===== config.mk =====
export PLATFORM = sky130hd
export DESIGN_NAME = abs_threshold_hyst
export DESIGN_NICKNAME = d
export VERILOG_FILES = /design/src/rtl/abs_value.sv /design/src/rtl/abs_threshold_hyst.sv
export SDC_FILE = /design/constraint.sdc
export NUM_CORES = 1
export LEC_CHECK = 0
export BUFFER_PORTS_ARGS = -buffer_cell sky130_fd_sc_hd__buf_2
export CAP_MARGIN = 5
export CORE_AREA = 2 2 39 41
export CTS_CLUSTER_DIAMETER = 80
export DETAILED_ROUTE_END_ITERATION = 8
export DIE_AREA = 0 0 41 43
export SLEW_MARGIN = 20
export SYNTH_ARGS = -nofsm -noshare
export SYNTH_HDL_FRONTEND = slang
export SYNTH_SLANG_ARGS = --single-unit

===== constraint.sdc =====
create_clock -name clk -period 3 [get_ports clk]
set_clock_uncertainty 0.2 [all_clocks]
set_input_delay 0.3 -clock clk [delete_from_list [all_inputs] [get_ports clk]]
set_output_delay 0.3 -clock clk [all_outputs]
set_load 0.05 [all_outputs]

===== src/rtl/abs_value.sv =====
// Combinational absolute value of a signed sample, returned as an unsigned
// value of the same width, so the most negative input maps to 2^(WIDTH-1).
module abs_value #(
    parameter int WIDTH = 16
) (
    input  logic signed [WIDTH-1:0] data_i,
    output logic        [WIDTH-1:0] mag_o
);

    logic [WIDTH-1:0] raw;

    assign raw = data_i;
    // Unsigned negate: -2^(WIDTH-1) comes out as 2^(WIDTH-1), with no saturation.
    assign mag_o = raw[WIDTH-1] ? (~raw + {{(WIDTH-1){1'b0}}, 1'b1}) : raw;

endmodule


===== src/rtl/abs_threshold_hyst.sv =====
// Registered magnitude detector with hysteresis: sets at |x| >= 2^BIT_HIGH,
// clears at |x| < 2^BIT_LOW, and holds in between.
module abs_threshold_hyst #(
    parameter int IN_WIDTH = 16,
    parameter int BIT_HIGH = 9,
    parameter int BIT_LOW  = 8
) (
    input  logic                clk,
    input  logic                rst,
    input  logic [IN_WIDTH-1:0] inData,
    output logic                hystDetect
);

    if (IN_WIDTH < 2 || BIT_LOW < 0 || BIT_LOW > BIT_HIGH || BIT_HIGH > IN_WIDTH - 1) begin : g_bad_params
        $error("abs_threshold_hyst: illegal IN_WIDTH/BIT_HIGH/BIT_LOW combination");
    end

    logic [IN_WIDTH-1:0] mag;
    logic                set_c;
    logic                above_low_c;
    logic                clear_c;
    logic                hyst_d;
    logic                hyst_q = 1'b0;

    abs_value #(
        .WIDTH(IN_WIDTH)
    ) u_abs (
        .data_i(inData),
        .mag_o (mag)
    );

    // Thresholds are powers of two, so each test is an OR over the upper bits.
    always_comb begin
        set_c       = 1'b0;
        above_low_c = 1'b0;
        for (int i = 0; i < IN_WIDTH; i++) begin
            if (i >= BIT_HIGH) set_c       = set_c | mag[i];
            if (i >= BIT_LOW)  above_low_c = above_low_c | mag[i];
        end
        clear_c = ~above_low_c;
    end

    always_comb begin
        hyst_d = hyst_q;
        if (set_c) begin
            hyst_d = 1'b1;
        end else if (clear_c) begin
            hyst_d = 1'b0;
        end
    end

    always_ff @(posedge clk) begin
        if (rst) begin
            hyst_q <= 1'b0;
        end else begin
            hyst_q <= hyst_d;
        end
    end

    assign hystDetect = hyst_q;

endmodule


==> impl_metrics.py, run 1 <==
metrics = {
    "global_routing": {
        "grt_antenna_before_repair": 0,
        "grt-ovfl-total": 0,
        "grt_util_all_layers": 0.0420,
        "grt_max_degree": 5,
        "grt_pass1_wl_um": 572,
        "grt_pass1_vias": 177,
    },
    "floorplanning": {
        "start_util": 0.0958,
        "ios": 19,
        "die_w_um": 41,
        "fp.dieH_um": 43,
        "rows": 14,
        "core_sq_um": 1380,
        "dieArea_sq_um": 1760,
    },
    "layout": {
        "n_antenna_cell": 0,
        "area_growth_pct": 83.0,
        "fin_cells": 51,
        "stdcell_area_sq_um": 243,
        "final_core_util": 0.175,
        "largest_reg_flops": 1,
        "layout_common_cells": "buf_2, or4_4, a21oi_1",
        "final_common_cell": "buf_2",
        "fin_nets": 55,
        "drive_above_1_share": 0.629,
    },
    "placement": {
        "placed_cell_area_sq_um": 243,
        "numPortBuffers": 18,
        "globalplace.congestion": 0.642,
        "dp.cells": 51,
    },
    "sta": {
        "setup_tns_ns": 0,
        "rsz0062_at_grt": "false",
        "slew_headroom": 0.836,
        "worst_pin_slew_ns": 0.244,
        "hold_violations": 0,
        "finalCritPeriodShare": 0.561,
        "clock.fmax_ghz": 0.594,
        "slew_viol_final": 0,
        "setup_violations": 0,
        "min_period_ns": 1.68,
    },
    "routing": {
        "via_count": 207,
        "drt_iter0_markers": 0,
        "dr.pass1.iters": 1,
        "wl_um": 409,
        "avgViaCountPerCell": 4.06,
        "drc_errors": 0,
        "drtAntennaViolNets": 0,
        "wl_per_cell_um": 8.02,
    },
    "clocking": {
        "hold_buffers": 0,
        "cts_resized": 0,
        "cts.clk_slew.worst_paths_ns": 0,
        "post_cts_buffers": 0,
        "worstSkewPairLatency_ns": 0,
    },
    "setup_path": {
        "critPathLaunchType": "input pin",
        "regToRegStartpoint": "hystDetect",
        "worst_r2r_endpoint": "hystDetect",
        "worstSetupEndpoint": "hystDetect",
        "reg2reg_depth": 2,
        "setup.worst_path.start": "inData[0]",
        "r2r_slack_ns": 2.11,
        "required_ns": 2.70,
        "critical_path_arrival_ns": 1.38,
        "critical_path_class": "in -> reg",
        "cp_max_fo": 2,
        "crit_path_end_kind": "flip-flop",
    },
    "run_status": {
        "status": "complete, no violations",
    },
    "synthesis": {
        "ys_warn_count": 0,
        "synth_cells": 17,
        "synth_area_leader_cell": "or4_4",
        "syn-num-nets": 35,
        "synth_cell_types": 15,
        "netlist_area_sq_um": 133,
        "postSynthRegisterBits": 1,
        "syn_area_per_cell_sq_um": 7.80,
        "yosysTopAreaCellShare": 0.170,
        "yosysSeqAreaShare": 0.151,
        "synthTopCellsByArea": "or4_4, dfxtp_1, a21oi_1, nor3_2, o21ai_2",
    },
    "worst_hold_path": {
        "worstHoldPathCells": 2,
        "hold_path.class": "reg -> reg",
    },
    "power": {
        "power_mw": 0.0432,
        "powerDensity_nw_per_um2": 178,
        "p_leak_nw": 0.111,
        "ir_drop_mv": 0.0334,
    },
    "job": {
        "cap_viol_max_count": 0,
    },
}
[cell usage after synthesis]
master / count
o21ai_2: 1
nor3_2: 1
nand3_1: 1
nor2b_1: 1
inv_1: 1
a21oi_1: 2
or4_4: 2
nand4_1: 1
dfxtp_1: 1
o311ai_1: 1
xor2_1: 1
nor3_1: 1
o21ai_1: 1
or3_1: 1
nor4_1: 1
[layout make-up]
class,count,area (sq um)
inverter,1,3.75
multi-input combinational,15,109
tap,16,20.0
fill,154,1140
sequential,1,20.0
timing repair buffer,18,90.1
[per-layer routing]
layer	wire, um	global-route usage	share of wire
met1	164	0.0508	0.40
met2	167	0.0813	0.41
met3	77	0	0.19
met4	0	0	0
met5	0	0	0
[worst min path at each step]
stage / endpoint / slack [ns] / from
6_report: hystDetect / 0.29 / hystDetect
2_1_floorplan: hystDetect / 0.23 / rst
3_3_place_gp: hystDetect / 0.29 / hystDetect
5_1_grt: hystDetect / 0.32 / hystDetect
4_1_cts: hystDetect / 0.30 / hystDetect
3_5_place_dp: hystDetect / 0.30 / hystDetect
[report_power, final]
part	switching, mW	internal (mW)	total [mW]
sequential	0.000539	0.0149	0.0155
clock	0	0	0
combinational	0.0143	0.0134	0.0277
total	0.0148	0.0284	0.0432
[logic make-up (layout without fill, tap and decap cells)]
| family | Yosys count | in the layout | share of synthesized area |
|---|---|---|---|
| simple gates | 9 | 9 | 0.509 |
| xor+xnor | 1 | 1 | 0.0660 |
| buf+inv | 1 | 19 | 0.0283 |
| flops | 1 | 1 | 0.151 |
| compound gates | 5 | 5 | 0.245 |
[critical path, stage by stage]
cell,delay [ns]
buf_2,0.09
or4_4,0.54
o21ai_2,0.16
xor2_1,0.08
o311ai_1,0.21
[metrics by stage]
stage / setup slack (ns) / hold WS, ns
2_1_floorplan: 1.46 / 0.233
3_3_place_gp: 1.34 / 0.287
3_5_place_dp: 1.30 / 0.297
4_1_cts: 1.30 / 0.298
5_1_grt: 1.25 / 0.320
6_report: 1.32 / 0.291
No activity file was read; power rests on OpenSTA's default activity.
==> run 2: changes to the inputs <==
==> constraint.sdc (replaced) <==
create_clock -name clk -period 1.5 [get_ports clk]
set_clock_uncertainty 0.2 [all_clocks]
set_input_delay 0.15 -clock clk [delete_from_list [all_inputs] [get_ports clk]]
set_output_delay 0.15 -clock clk [all_outputs]
set_load 0.05 [all_outputs]
==> run 2 against run 1 <==
  * The flow now finishes with violations (negative setup slack)
  * Worst setup slack got worse by 1.3 ns
  * Routed wire length fell by 3.2%
  * Register-to-register slack got worse by 1.5 ns
  * Hold slack got worse by 0.081 ns
  * Global-route usage fell by 0.50 points
  * Total power rose by 110%
  * Critical path type unchanged
  * Largest power group unchanged
  * Highest routed layer unchanged
==> impl_metrics.py, run 2 (synthesis results as in run 1) <==
metrics = {
    "run_status": {
        "status": "finished with violations",
        "violations": "negative setup slack",
    },
    "floorplanning": {
        "ios": 19,
        "core_sq_um": 1380,
        "rows": 14,
        "dieArea_sq_um": 1760,
        "die_w_um": 41,
        "start_util": 0.0958,
        "fp.dieH_um": 43,
    },
    "sta": {
        "whs_ns": 0.209,
        "rsz0062_at_grt": "true",
        "fin_ws_ns": -0.0317,
        "slew_viol_final": 0,
        "clock.fmax_ghz": 0.653,
        "hold_violations": 0,
        "worst_pin_slew_ns": 0.227,
        "finalCritPeriodShare": 1.02,
        "min_period_ns": 1.53,
        "slew_headroom": 0.847,
        "setup_violations": 1,
    },
    "routing": {
        "via_count": 208,
        "drt_iter0_markers": 1,
        "wl_met3_um": 69,
        "dr.pass1.iters": 2,
        "avgViaCountPerCell": 4.08,
        "drtAntennaViolNets": 0,
        "wl_um": 396,
        "drc_errors": 0,
        "wl_met2_um": 161,
        "wl_per_cell_um": 7.76,
        "top_layer": "met3",
        "met1Wirelength_um": 164,
    },
    "layout": {
        "area_growth_pct": 97.2,
        "largest_reg_flops": 1,
        "fin_nets": 55,
        "layout_common_cells": "buf_2, or4_4, a21oi_1, buf_6",
        "final_core_util": 0.189,
        "n_antenna_cell": 0,
        "n_fill_cell": 156,
        "drive_above_1_share": 0.629,
        "stdcell_area_sq_um": 262,
        "final_common_cell": "buf_2",
    },
    "clocking": {
        "cts.clk_slew.worst_paths_ns": 0,
        "worstSkewPairLatency_ns": 0,
    },
    "setup_path": {
        "critical_path_arrival_ns": 1.23,
        "cp_max_fo": 2,
        "required_ns": 1.20,
        "critPathLaunchType": "input pin",
        "crit_path_end_kind": "flip-flop",
        "reg2reg_depth": 2,
        "critical_path_class": "in -> reg",
    },
    "placement": {
        "globalplace.congestion": 0.642,
        "numPortBuffers": 18,
        "placed_cell_area_sq_um": 243,
        "hpwl_um": 372,
    },
    "worst_hold_path": {
        "hold_path.class": "in -> reg",
        "worstHoldPathCells": 2,
    },
    "power": {
        "swShare": 0.337,
        "powerDensity_nw_per_um2": 346,
        "power_switching_mw": 0.0305,
        "p_leak_nw": 0.123,
        "ir_drop_mv": 0.0646,
        "pwr-share-comb": 0.656,
        "clkPwrFrac": 0,
        "power_mw": 0.0904,
        "seqPwrFrac": 0.344,
        "internal_power_mw": 0.0599,
    },
    "global_routing": {
        "grt_util_all_layers": 0.0370,
        "grt-ovfl-total": 0,
        "grt_pass1_wl_um": 496,
        "grt_max_degree": 5,
        "grt_pass1_vias": 149,
        "grt_antenna_before_repair": 0,
    },
    "job": {
        "cap_viol_max_count": 0,
    },
}
## run 2: layout make-up
| cell class | count | area (sq um) | share of cell area |
|---|---|---|---|
| sequential | 1 | 20.0 | 0.0766 |
| tap | 16 | 20.0 | 0.0766 |
| inverter | 1 | 3.75 | 0.0144 |
| multi-input combinational | 15 | 115 | 0.440 |
| timing repair buffer | 18 | 103 | 0.392 |
## run 2: critical path, stage by stage
cell	delay, ns
buf_6	0.09
or4_4	0.55
o21ai_2	0.16
xor2_1	0.07
o311ai_1	0.21
## run 2: power by group through the flow
stage | clock, mW | sequential (mW) | combinational (mW)
finish | 0 | 0.0310 | 0.0593
global route | 0 | 0.0314 | 0.0647
CTS | 0 | 0.0311 | 0.0559
detailed placement | 0 | 0.0311 | 0.0557
global placement | 0 | 0.0311 | 0.0547
floorplan | 0 | 0.0406 | 0.0149
## run 2: path summary, 6_finish.rpt
kind	from	slack (ns)	end
hold / removal	rst	0.21	hystDetect
setup / recovery	inData[5]	-0.03	hystDetect
hold reg to reg	hystDetect	0.29	hystDetect
setup reg to reg	hystDetect	0.60	hystDetect
## run 2: metal layers
metal / global-route usage / vias up
met5: 0 / -
met1: 0.0508 / 84
met4: 0 / 0
li1: - / 107
met2: 0.0656 / 17
met3: 0 / 0
## run 2: through the flow
stage / setup WS [ns] / setup TNS (ns) / instances
after floorplan: 0.112 / 0 / 17
after global placement: -0.0118 / -0.0118 / 51
after detailed placement: -0.0398 / -0.0398 / 51
after CTS: -0.0363 / -0.0363 / 51
after global routing: -0.0820 / -0.0820 / 51
final: -0.0317 / -0.0317 / 51
## run 2: repair_timing
action                                  CTS  global route
endpoints found under the setup margin    1             1
setup buffers                             0             0
gates resized for setup                   0             3
hold buffers                              0             0
pin swaps                                 0             4
